==> src/rtl/divider_seq.sv <==
// -----------------------------------------------------------------------------
// divider_seq
// Sequential radix-2 restoring integer divider. It resolves one quotient bit
// per enabled cycle and reports quotient, remainder and a divide-by-zero flag.
//
// Parameters
//   SIGNED : 1 = two's-complement operands/results (quotient truncates toward
//            zero, remainder takes the dividend's sign); 0 = unsigned
//   IA_W   : dividend / quotient width (>= IB_W)
//   IB_W   : divisor / remainder width (>= 2)
//
// Ports
//   i_clk    : clock
//   i_rstn   : asynchronous active-low reset
//   i_en_ff  : global clock enable; when low, every register holds
//   i_valid  : operands valid          o_ready : idle, operands accepted
//   i_a      : dividend                i_b     : divisor
//   o_valid  : result valid            i_ready : consumer takes the result
//   o_quot   : quotient                o_rem   : remainder
//   o_dbz    : divide-by-zero flag, qualified by o_valid
//
// Timing: the accepting edge counts as cycle 1. After it come IA_W CALC
// cycles and one FIX cycle, so o_valid rises on the IA_W+2-th enabled edge
// and a back-to-back operation occupies IA_W+3 cycles.
// -----------------------------------------------------------------------------
module divider_seq #(
    parameter bit SIGNED = 1'b0,
    parameter int IA_W   = 32,
    parameter int IB_W   = 16
) (
    input  logic            i_clk,
    input  logic            i_rstn,
    input  logic            i_en_ff,
    input  logic            i_valid,
    output logic            o_ready,
    input  logic [IA_W-1:0] i_a,
    input  logic [IB_W-1:0] i_b,
    output logic            o_valid,
    input  logic            i_ready,
    output logic [IA_W-1:0] o_quot,
    output logic [IB_W-1:0] o_rem,
    output logic            o_dbz
);

    localparam int CW = $clog2(IA_W + 1);

    typedef enum logic [1:0] {
        IDLE = 2'd0,
        CALC = 2'd1,
        FIX  = 2'd2,
        DONE = 2'd3
    } state_t;

    state_t state;
    state_t state_nxt;

    logic [CW-1:0]   cnt;
    // Dividend magnitude; quotient bits shift in at the LSB as dividend bits
    // leave at the MSB, so after IA_W steps this register holds the quotient.
    logic [IA_W-1:0] dvd;
    logic [IB_W-1:0] rem_r;
    logic [IB_W-1:0] dvs;
    logic [IB_W-1:0] a_low;   // original low dividend bits, returned on dbz
    logic            sign_a;
    logic            sign_b;
    logic            dbz;

    logic            accept;
    logic            consume;
    logic            last_step;

    logic            neg_a;
    logic            neg_b;
    logic [IA_W-1:0] abs_a;
    logic [IB_W-1:0] abs_b;

    logic [IB_W:0]   r_shift;
    logic [IB_W-1:0] r_diff;
    logic            qbit;

    logic [IA_W-1:0] quot_fix;
    logic [IB_W-1:0] rem_fix;

    assign o_ready = (state == IDLE);
    assign o_valid = (state == DONE);

    assign accept    = i_en_ff && i_valid && (state == IDLE);
    assign consume   = i_en_ff && i_ready && (state == DONE);
    assign last_step = (cnt == CW'(IA_W - 1));

    // The magnitude of the most-negative value is its own bit pattern, which
    // plain two's-complement negation already produces.
    assign neg_a = SIGNED && i_a[IA_W-1];
    assign neg_b = SIGNED && i_b[IB_W-1];
    assign abs_a = neg_a ? -i_a : i_a;
    assign abs_b = neg_b ? -i_b : i_b;

    // One restoring step on the IB_W+1 bit partial remainder. When the
    // subtraction is taken the true difference is below the divisor, so
    // the low IB_W bits of the difference are exact.
    assign r_shift = {rem_r, dvd[IA_W-1]};
    assign qbit    = (r_shift >= {1'b0, dvs});
    assign r_diff  = r_shift[IB_W-1:0] - dvs;

    always_comb begin
        if (dbz) begin
            quot_fix = '1;
            rem_fix  = a_low;
        end else begin
            quot_fix = (sign_a ^ sign_b) ? -dvd : dvd;
            rem_fix  = sign_a ? -rem_r : rem_r;
        end
    end

    // NOTE: every signal assigned in always_comb receives a default first, so
    // no path through the block can leave it unassigned and infer a latch.
    always_comb begin
        state_nxt = state;
        if (i_en_ff) begin
            case (state)
                IDLE:    if (i_valid) state_nxt = CALC;
                CALC:    if (last_step) state_nxt = FIX;
                FIX:     state_nxt = DONE;
                DONE:    if (i_ready) state_nxt = IDLE;
                default: state_nxt = IDLE;
            endcase
        end
    end

    // NOTE: sequential state uses non-blocking assignments so every register
    // samples pre-edge values regardless of statement order.
    always_ff @(posedge i_clk or negedge i_rstn) begin
        if (!i_rstn) begin
            state <= IDLE;
        end else begin
            state <= state_nxt;
        end
    end

    // NOTE: the datapath registers are reset as well, so an aborted operation
    // leaves no stale operands or partial results behind.
    always_ff @(posedge i_clk or negedge i_rstn) begin
        if (!i_rstn) begin
            cnt    <= '0;
            dvd    <= '0;
            rem_r  <= '0;
            dvs    <= '0;
            a_low  <= '0;
            sign_a <= 1'b0;
            sign_b <= 1'b0;
            dbz    <= 1'b0;
        end else if (accept) begin
            cnt    <= '0;
            dvd    <= abs_a;
            rem_r  <= '0;
            dvs    <= abs_b;
            a_low  <= i_a[IB_W-1:0];
            sign_a <= neg_a;
            sign_b <= neg_b;
            dbz    <= (i_b == '0);
        end else if (i_en_ff && (state == CALC)) begin
            cnt   <= cnt + 1'b1;
            dvd   <= {dvd[IA_W-2:0], qbit};
            rem_r <= qbit ? r_diff : r_shift[IB_W-1:0];
        end
    end

    // Result registers only change in FIX, so they keep their values after
    // the handshake until the next operation completes.
    always_ff @(posedge i_clk or negedge i_rstn) begin
        if (!i_rstn) begin
            o_quot <= '0;
            o_rem  <= '0;
            o_dbz  <= 1'b0;
        end else if (i_en_ff && (state == FIX)) begin
            o_quot <= quot_fix;
            o_rem  <= rem_fix;
            o_dbz  <= dbz;
        end
    end

    // consume only feeds the FSM through i_ready; kept as a named term for
    // readability of the handshake condition.
    logic unused_ok;
    assign unused_ok = consume;

endmodule
==> config.mk <==
export PLATFORM = sky130hd
export DESIGN_NAME = divider_seq
export DESIGN_NICKNAME = d
export VERILOG_FILES = /design/src/rtl/divider_seq.sv
export SDC_FILE = /design/constraint.sdc
export NUM_CORES = 1
export LEC_CHECK = 0
export CAP_MARGIN = 15
export CORE_MARGIN = 2
export CORE_UTILIZATION = 40
export CTS_CLUSTER_SIZE = 14
export DETAILED_ROUTE_END_ITERATION = 8
export GPL_TIMING_DRIVEN = 1
export PLACE_DENSITY = 0.65
export SLEW_MARGIN = 15
export SYNTH_ARGS = -nofsm -noshare
export SYNTH_HDL_FRONTEND = slang
export SYNTH_SLANG_ARGS = --single-unit
export TNS_END_PERCENT = 5
==> constraint.sdc <==
create_clock -name i_clk -period 4.36 [get_ports i_clk]
set_input_delay 0.872 -clock i_clk [delete_from_list [all_inputs] [get_ports i_clk]]
set_output_delay 0.872 -clock i_clk [all_outputs]
set_load 0.01 [all_outputs]
==> metrics.md, run 1 <==
| Metric | Value |
|---|---|
| Starting DRC count in detailed routing | 529 |
| Post-cts sizing count | 0 |
| Largest net degree at the start of global routing | 86 |
| Yosys warning count | 0 |
| Total grt overflow | 0 |
| Post-CTS setup buffers | 0 |
| WL final | 15800 um |
| Core area | 0.0159 sq mm |
| Syn Inst Count | 697 |
| Pwr dens | 762 mW/mm^2 |
| Syn_area_per_cell | 9.42 sq um |
| Largest family of logic cells by synthesized area | compound AO/OA/AOI/OAI gates |
| Wire per inst | 15.6 um |
| Max capacitance violation total | 0 |
| PnR worst setup slack | 1.28 ns |
| Fraction of registers with async set/reset | 1.00 |
| Vias per cell | 5.21 |
| Peak supply drop | 0.000383 V |
| ANT nets after route | 0 |
| Distinct cells, synth | 53 |
| CP Data Arrival Time | 3.39 ns |
| WP data required | 4.67 ns |
| Number of clock sinks | 138 |
| Die width | 132 um |
| Die area | 0.0175 sq mm |
| Worst-Skew Late Latency | 0.42 ns |
| Final instance area | 0.00839 sq mm |
| Setup_tns | 0 ns |
| Max-slew headroom | 0.292 |
| CTS buffer count | 17 |
| Area added between synthesis and finish | 27.7% |
| Site Rows | 46 |
| Simple-Gate Fraction of Synth Area | 0.158 |
| Initial antenna violation count | 0 |
| Crit path cell chain | ha_1, a21o_1, a211o_1, o211ai_2, o311ai_2, a21oi_2, buf_4, nand3_1, o311ai_1 |
| Leak | 3.82 nW |
| Placed instance count | 981 |
| Port Buffer Count | 103 |
| Startpoint types | flop |
| Synth Area in Adders | 0.0431 |
| CTS tree | done |
| HP Class | input port to async pin |
| Post-DP Area | 0.00778 sq mm |
| Status | completed |
| Global placement routability congestion | 0.877 |
| Hold_buf cts | 0 |
| Final setup violation count | 0 |
| Max Freq | 0.324 GHz |
| First-pass GRT wire length | 26500 um |
| Initial core utilization | 0.412 |
| Post-synthesis compound-gate area fraction | 0.160 |
| CP max-delay cell | a21oi_2 |
| Buf/Inv on CP | 1 |
| Synthesis-stage register bit count | 138 |
| Diode count | 0 |
| Crit Path Max Fanout | 19 |
| Post-Synth XOR/XNOR Area | 0.0240 |
| Synthesized net count | 772 |
| I/O Pins | 104 |
| Vias in the first global route | 5126 |
| Total GRT Usage | 0.190 |
| # nets final | 859 |
| Mux cell area share after synthesis | 0.0415 |
| Root buffer cell | clkbuf_16 |
| Seq/Total Area, Yosys | 0.526 |
| DIE HEIGHT | 132 um |
| Clock Path Buffers | 2 |
| Ys flop type | dfrtp_1 |
| Final Slew Violations | 0 |
| Worst slew pin tran | 1.06 ns |
| Total iterations of the first detailed-routing run | 6 |
| Number of enable flip-flop cells after synthesis | 0 |
| Setup Skew | 0.00927 ns |
| Critical path class | flop to flop |
| Period utilisation layout | 0.707 |
| Mapped Area | 0.00657 sq mm |
| Clock slew at reported path FFs | 0.05 ns |
| RSZ-0062 raised after global routing | no |
| Dpl hpwl | 11000 um |
| CTS H-Tree Depth | 4 |
| Final Non-Filler Cells | 1012 |
| Share of cells above drive strength 1 | 0.0628 |
| Hold Fails Final Rpt | 0 |
| Min Tclk post-route | 3.08 ns |
| Place WS | 1.18 ns |
| Setup crit end kind | flop |
| Largest delay share family, worst path | compound AO/OA/AOI/OAI gates |
| Crit path largest cell delay | 0.83 ns |
| Vias post-DR | 5272 |
| DRC violations left | 0 |
per-layer routing:
layer,part of all wire,GRT usage,up-vias
met2,0.46,0.304,161
li1,-,-,2582
met4,0.016,0.0622,0
met5,0,0,-
met1,0.47,0.255,2506
met3,0.048,0.0434,23
report_power, final:
part           switching (W)  internal, W  total [W]
Sequential          0.000377      0.00184    0.00222
Combinational        0.00143      0.00128    0.00272
Clock               0.000535     0.000924    0.00146
sequential cells by signal, indices dropped and copies added, names as in the netlist:
register / flops
cnt: 6
dvs: 16
a_low: 16
o_rem: 16
dbz: 1
state: 2
dvd: 32
o_quot: 32
rem_r: 16
o_dbz: 1
area by class of cell:
class	count	area, sq um
clock buffer	20	457
sequential	138	3450
tap	216	270
clock inverter	11	146
fill	1442	7560
timing repair buffer	110	1100
inverter	38	143
multi-input combinational	479	2820
metrics by stage:
step           utilization  hold WS, ns  total power, W
6_report             0.526        0.482         0.00639
4_1_cts              0.526        0.483         0.00643
3_3_place_gp         0.488        0.461         0.00487
2_1_floorplan            -        0.445         0.00391
3_5_place_dp         0.488        0.463         0.00494
5_1_grt              0.526        0.509         0.00688
kinds of logic after synthesis:
family / Yosys count
compound gates: 158
simple gates: 254
flops: 138
mux: 27
fa+ha+maj: 22
buf+inv: 80
xor+xnor: 18
path summary, 6_finish.rpt:
path	start	to	slack, ns	depth (start not counted)
max in group asynchronous	i_rstn	o_rem[10]$_DFFE_PN0P_	2.97	2
setup reg to reg	rem_r[3]$_DFFE_PN0P_	rem_r[0]$_DFFE_PN0P_	1.28	9
min in group i_clk	a_low[0]$_DFFE_PN0P_	a_low[0]$_DFFE_PN0P_	0.48	2
setup / recovery	rem_r[3]$_DFFE_PN0P_	rem_r[0]$_DFFE_PN0P_	1.28	9
hold reg to reg	a_low[0]$_DFFE_PN0P_	a_low[0]$_DFFE_PN0P_	0.48	2
hold / removal	i_rstn	state[1]$_DFFE_PN0P_	0.48	1
worst reg2reg max path, delay by kind of cell (launching register included):
| family | cells | cell delay (ns) |
|---|---|---|
| AOI/OAI and AO/OA | 6 | 1.83 |
| adders and majority gates | 1 | 0.39 |
| buffers and inverters | 1 | 0.27 |
| DFF | 1 | 0.41 |
| and+or+nand+nor | 1 | 0.08 |
cells in the final DEF, fill, tap and decap left out, types with 17 or more instances in the layout:
cell,netlist,final
mux2i_1,25,25
nand2_1,125,125
clkdlybuf4s50_1,0,102
dfrtp_1,138,137
clkbuf_16,0,17
inv_1,38,38
a21oi_1,61,60
nor2_1,94,93
a32oi_1,20,20
o21ai_1,22,22
ha_1,21,21
synth_stat cells, drive strengths merged (2+ instances only):
cell | count | area, sq um
nand2 | 125 | 469
a211o | 3 | 26.3
mux2i | 25 | 250
o31ai | 3 | 22.5
o211ai | 2 | 20.0
a32oi | 20 | 175
nor2 | 94 | 353
nor3 | 5 | 25.0
xor2 | 7 | 61.3
o21ai | 34 | 170
a222oi | 15 | 150
and2 | 3 | 18.8
a21o | 2 | 15.0
o311ai | 3 | 33.8
xnor2 | 11 | 96.3
o21a | 2 | 15.0
a21oi | 63 | 323
dfrtp | 138 | 3450
ha | 21 | 263
nand3 | 5 | 25.0
clkbuf | 34 | 128
nand4 | 6 | 37.5
nor4 | 4 | 25.0
a31o | 2 | 17.5
inv | 38 | 143
mux2 | 2 | 22.5
buf | 8 | 38.8
nand2b | 5 | 31.3
No activity file was read; power rests on OpenSTA's default activity.
==> run 2: changes to the inputs <==
==> constraint.sdc (replaced) <==
create_clock -name i_clk -period 3 [get_ports i_clk]
set_input_delay 0.6 -clock i_clk [delete_from_list [all_inputs] [get_ports i_clk]]
set_output_delay 0.6 -clock i_clk [all_outputs]
set_load 0.01 [all_outputs]
==> run 2 against run 1 <==
  * Highest routed layer unchanged
  * Total power is 46% higher
  * Final cell count is 0.49% higher
  * Final area is 0.78% higher
  * Largest cell class unchanged
  * Largest power group unchanged
==> metrics.md, run 2 (same netlist as run 1, synthesis figures left out) <==
| Metric | Value |
|---|---|
| CTS tree | done |
| Vias per cell | 5.27 |
| Worst-Skew Late Latency | 0.42 ns |
| Most frequent cells in the layout | dfrtp_1 (137), nand2_1 (125), clkdlybuf4s50_1 (102) |
| Period utilisation layout | 0.908 |
| Crit path largest cell delay | 0.44 ns |
| Setup_tns | 0 ns |
| CTS buffer count | 17 |
| CP Data Arrival Time | 3.08 ns |
| Diode count | 0 |
| Vias post-DR | 5355 |
| Largest net degree at the start of global routing | 98 |
| Port Buffer Count | 103 |
| P_int | 0.00580 W |
| Clock slew at reported path FFs | 0.06 ns |
| Pwr dens | 1100 mW/mm^2 |
| Total iterations of the first detailed-routing run | 6 |
| Place WS | 0.329 ns |
| Startpoint types | flop |
| WP data required | 3.35 ns |
| Hold_buf cts | 0 |
| Die width | 132 um |
| M3 GR Usage | 0.0354 |
| Leak | 3.84 nW |
| Area added between synthesis and finish | 28.7% |
| Final Slew Violations | 0 |
| Peak supply drop | 0.000489 V |
| # nets final | 863 |
| Site Rows | 46 |
| Setup crit end kind | flop |
| Sequential power share | 0.347 |
| Global placement routability congestion | 0.820 |
| ANT nets after route | 0 |
| Critical path class | flop to flop |
| Max-slew headroom | 0.282 |
| Clock share of power | 0.220 |
| Wire per inst | 16.2 um |
| Initial core utilization | 0.412 |
| Share of cells above drive strength 1 | 0.0699 |
| Met1 usage | 0.268 |
| Clock Path Buffers | 2 |
| Min Tclk post-route | 2.72 ns |
| Root buffer cell | clkbuf_16 |
| Die area | 0.0175 sq mm |
| DIE HEIGHT | 132 um |
| I/O Pins | 104 |
| Worst slew pin tran | 1.08 ns |
| Post-cts sizing count | 0 |
| Vias in the first global route | 5295 |
| CTS H-Tree Depth | 4 |
| Fill cell count | 1435 |
| Switch share | 0.378 |
| Met2 Use GR | 0.320 |
| Biggest regs | dvd x32, o_quot x32 |
| Setup Skew | 0.00918 ns |
| Status | completed |
| Max capacitance violation total | 0 |
| Total GRT Usage | 0.195 |
| Core area | 0.0159 sq mm |
| Dpl hpwl | 11600 um |
| Max Freq | 0.367 GHz |
| RSZ-0062 raised after global routing | no |
| Number of clock sinks | 138 |
| Sw power | 0.00353 W |
| DRC violations left | 0 |
| Final setup violation count | 0 |
| Crit Path Max Fanout | 3 |
| Crit path cell chain | inv_1, ha_1, fa_1, and2b_1, o31ai_1, a211o_1, a2111oi_2, nor3_1, or4_1, nand2_1 |
| CP max-delay cell | a2111oi_2 |
| Hold Fails Final Rpt | 0 |
| Logic pwr share | 0.434 |
| Commonest non-fill, non-tap cell in the layout | dfrtp_1 |
| First-pass GRT wire length | 27300 um |
| Busiest metal layer after global routing | met2 |
| Starting DRC count in detailed routing | 425 |
| WL final | 16500 um |
| HP Class | input port to async pin |
| Total grt overflow | 0 |
| Initial antenna violation count | 0 |
| Post-CTS setup buffers | 0 |
| PnR worst setup slack | 0.276 ns |
[run 2: cell types whose count changed in the layout (fill, tap and decap cells not counted)]
cell	previous run	this run
clkinv_4	3	6
clkbuf_1	1	0
inv_8	0	1
clkinv_2	3	0
inv_6	0	3
buf_12	1	5
bufinv_16	3	1
[run 2: per-layer routing]
| metal | vias to the layer above | routed length, um | share of wire |
|---|---|---|---|
| li1 | 2582 | - | - |
| met3 | 13 | 891 | 0.054 |
| met4 | 0 | 184 | 0.011 |
| met2 | 166 | 7960 | 0.48 |
| met1 | 2594 | 7490 | 0.45 |
| met5 | - | 0 | 0 |
[run 2: through the flow]
stage           util  std cells  hold WS [ns]  area [sq um]  total power (W)
2_1_floorplan      -        697         0.304          6570          0.00568
3_3_place_gp   0.493        985         0.460          7860          0.00721
3_5_place_dp   0.493        985         0.462          7860          0.00731
4_1_cts        0.530       1017         0.191          8450          0.00939
5_1_grt        0.530       1017         0.217          8450           0.0100
6_report       0.530       1017         0.165          8450          0.00933
[run 2: final cells by class]
| cell class | count | area, sq um | area share |
|---|---|---|---|
| Sequential cell | 138 | 3450 | 0.409 |
| Multi-Input combinational cell | 479 | 2820 | 0.334 |
| Timing Repair Buffer | 114 | 1180 | 0.139 |
| Clock buffer | 19 | 453 | 0.0536 |
| Tap cell | 216 | 270 | 0.0320 |
| Inverter | 38 | 143 | 0.0169 |
| Clock inverter | 13 | 135 | 0.0160 |
[run 2: power by group through the flow]
stage	combinational [W]	sequential, W	clock, W
after floorplan	0.00242	0.00326	0
after global placement	0.00398	0.00323	0
after detailed placement	0.00404	0.00326	0
after CTS	0.00408	0.00324	0.00207
after global routing	0.00450	0.00334	0.00217
final	0.00405	0.00324	0.00205
[run 2: worst paths after layout]
path                                        from               endpoint  slack, ns  depth (start not counted)
max in group asynchronous                 i_rstn    dvd[21]$_DFFE_PN0P_       1.98                          2
setup reg to reg             dvd[31]$_DFFE_PN0P_  rem_r[14]$_DFFE_PN0P_       0.28                         10
min in group i_clk         a_low[14]$_DFFE_PN0P_  a_low[14]$_DFFE_PN0P_       0.48                          2
setup / recovery             dvd[31]$_DFFE_PN0P_  rem_r[14]$_DFFE_PN0P_       0.28                         10
hold reg to reg            a_low[14]$_DFFE_PN0P_  a_low[14]$_DFFE_PN0P_       0.48                          2
hold / removal                            i_rstn    dvs[13]$_DFFE_PN0P_       0.17                          1
[run 2: critical path, delay by kind of cell, from the launching register on]
kind / cells / cell delay, ns
fa+ha+maj: 2 / 0.62
flops: 1 / 0.38
simple gates: 4 / 0.77
compound gates: 3 / 0.81
buf+inv: 1 / 0.07
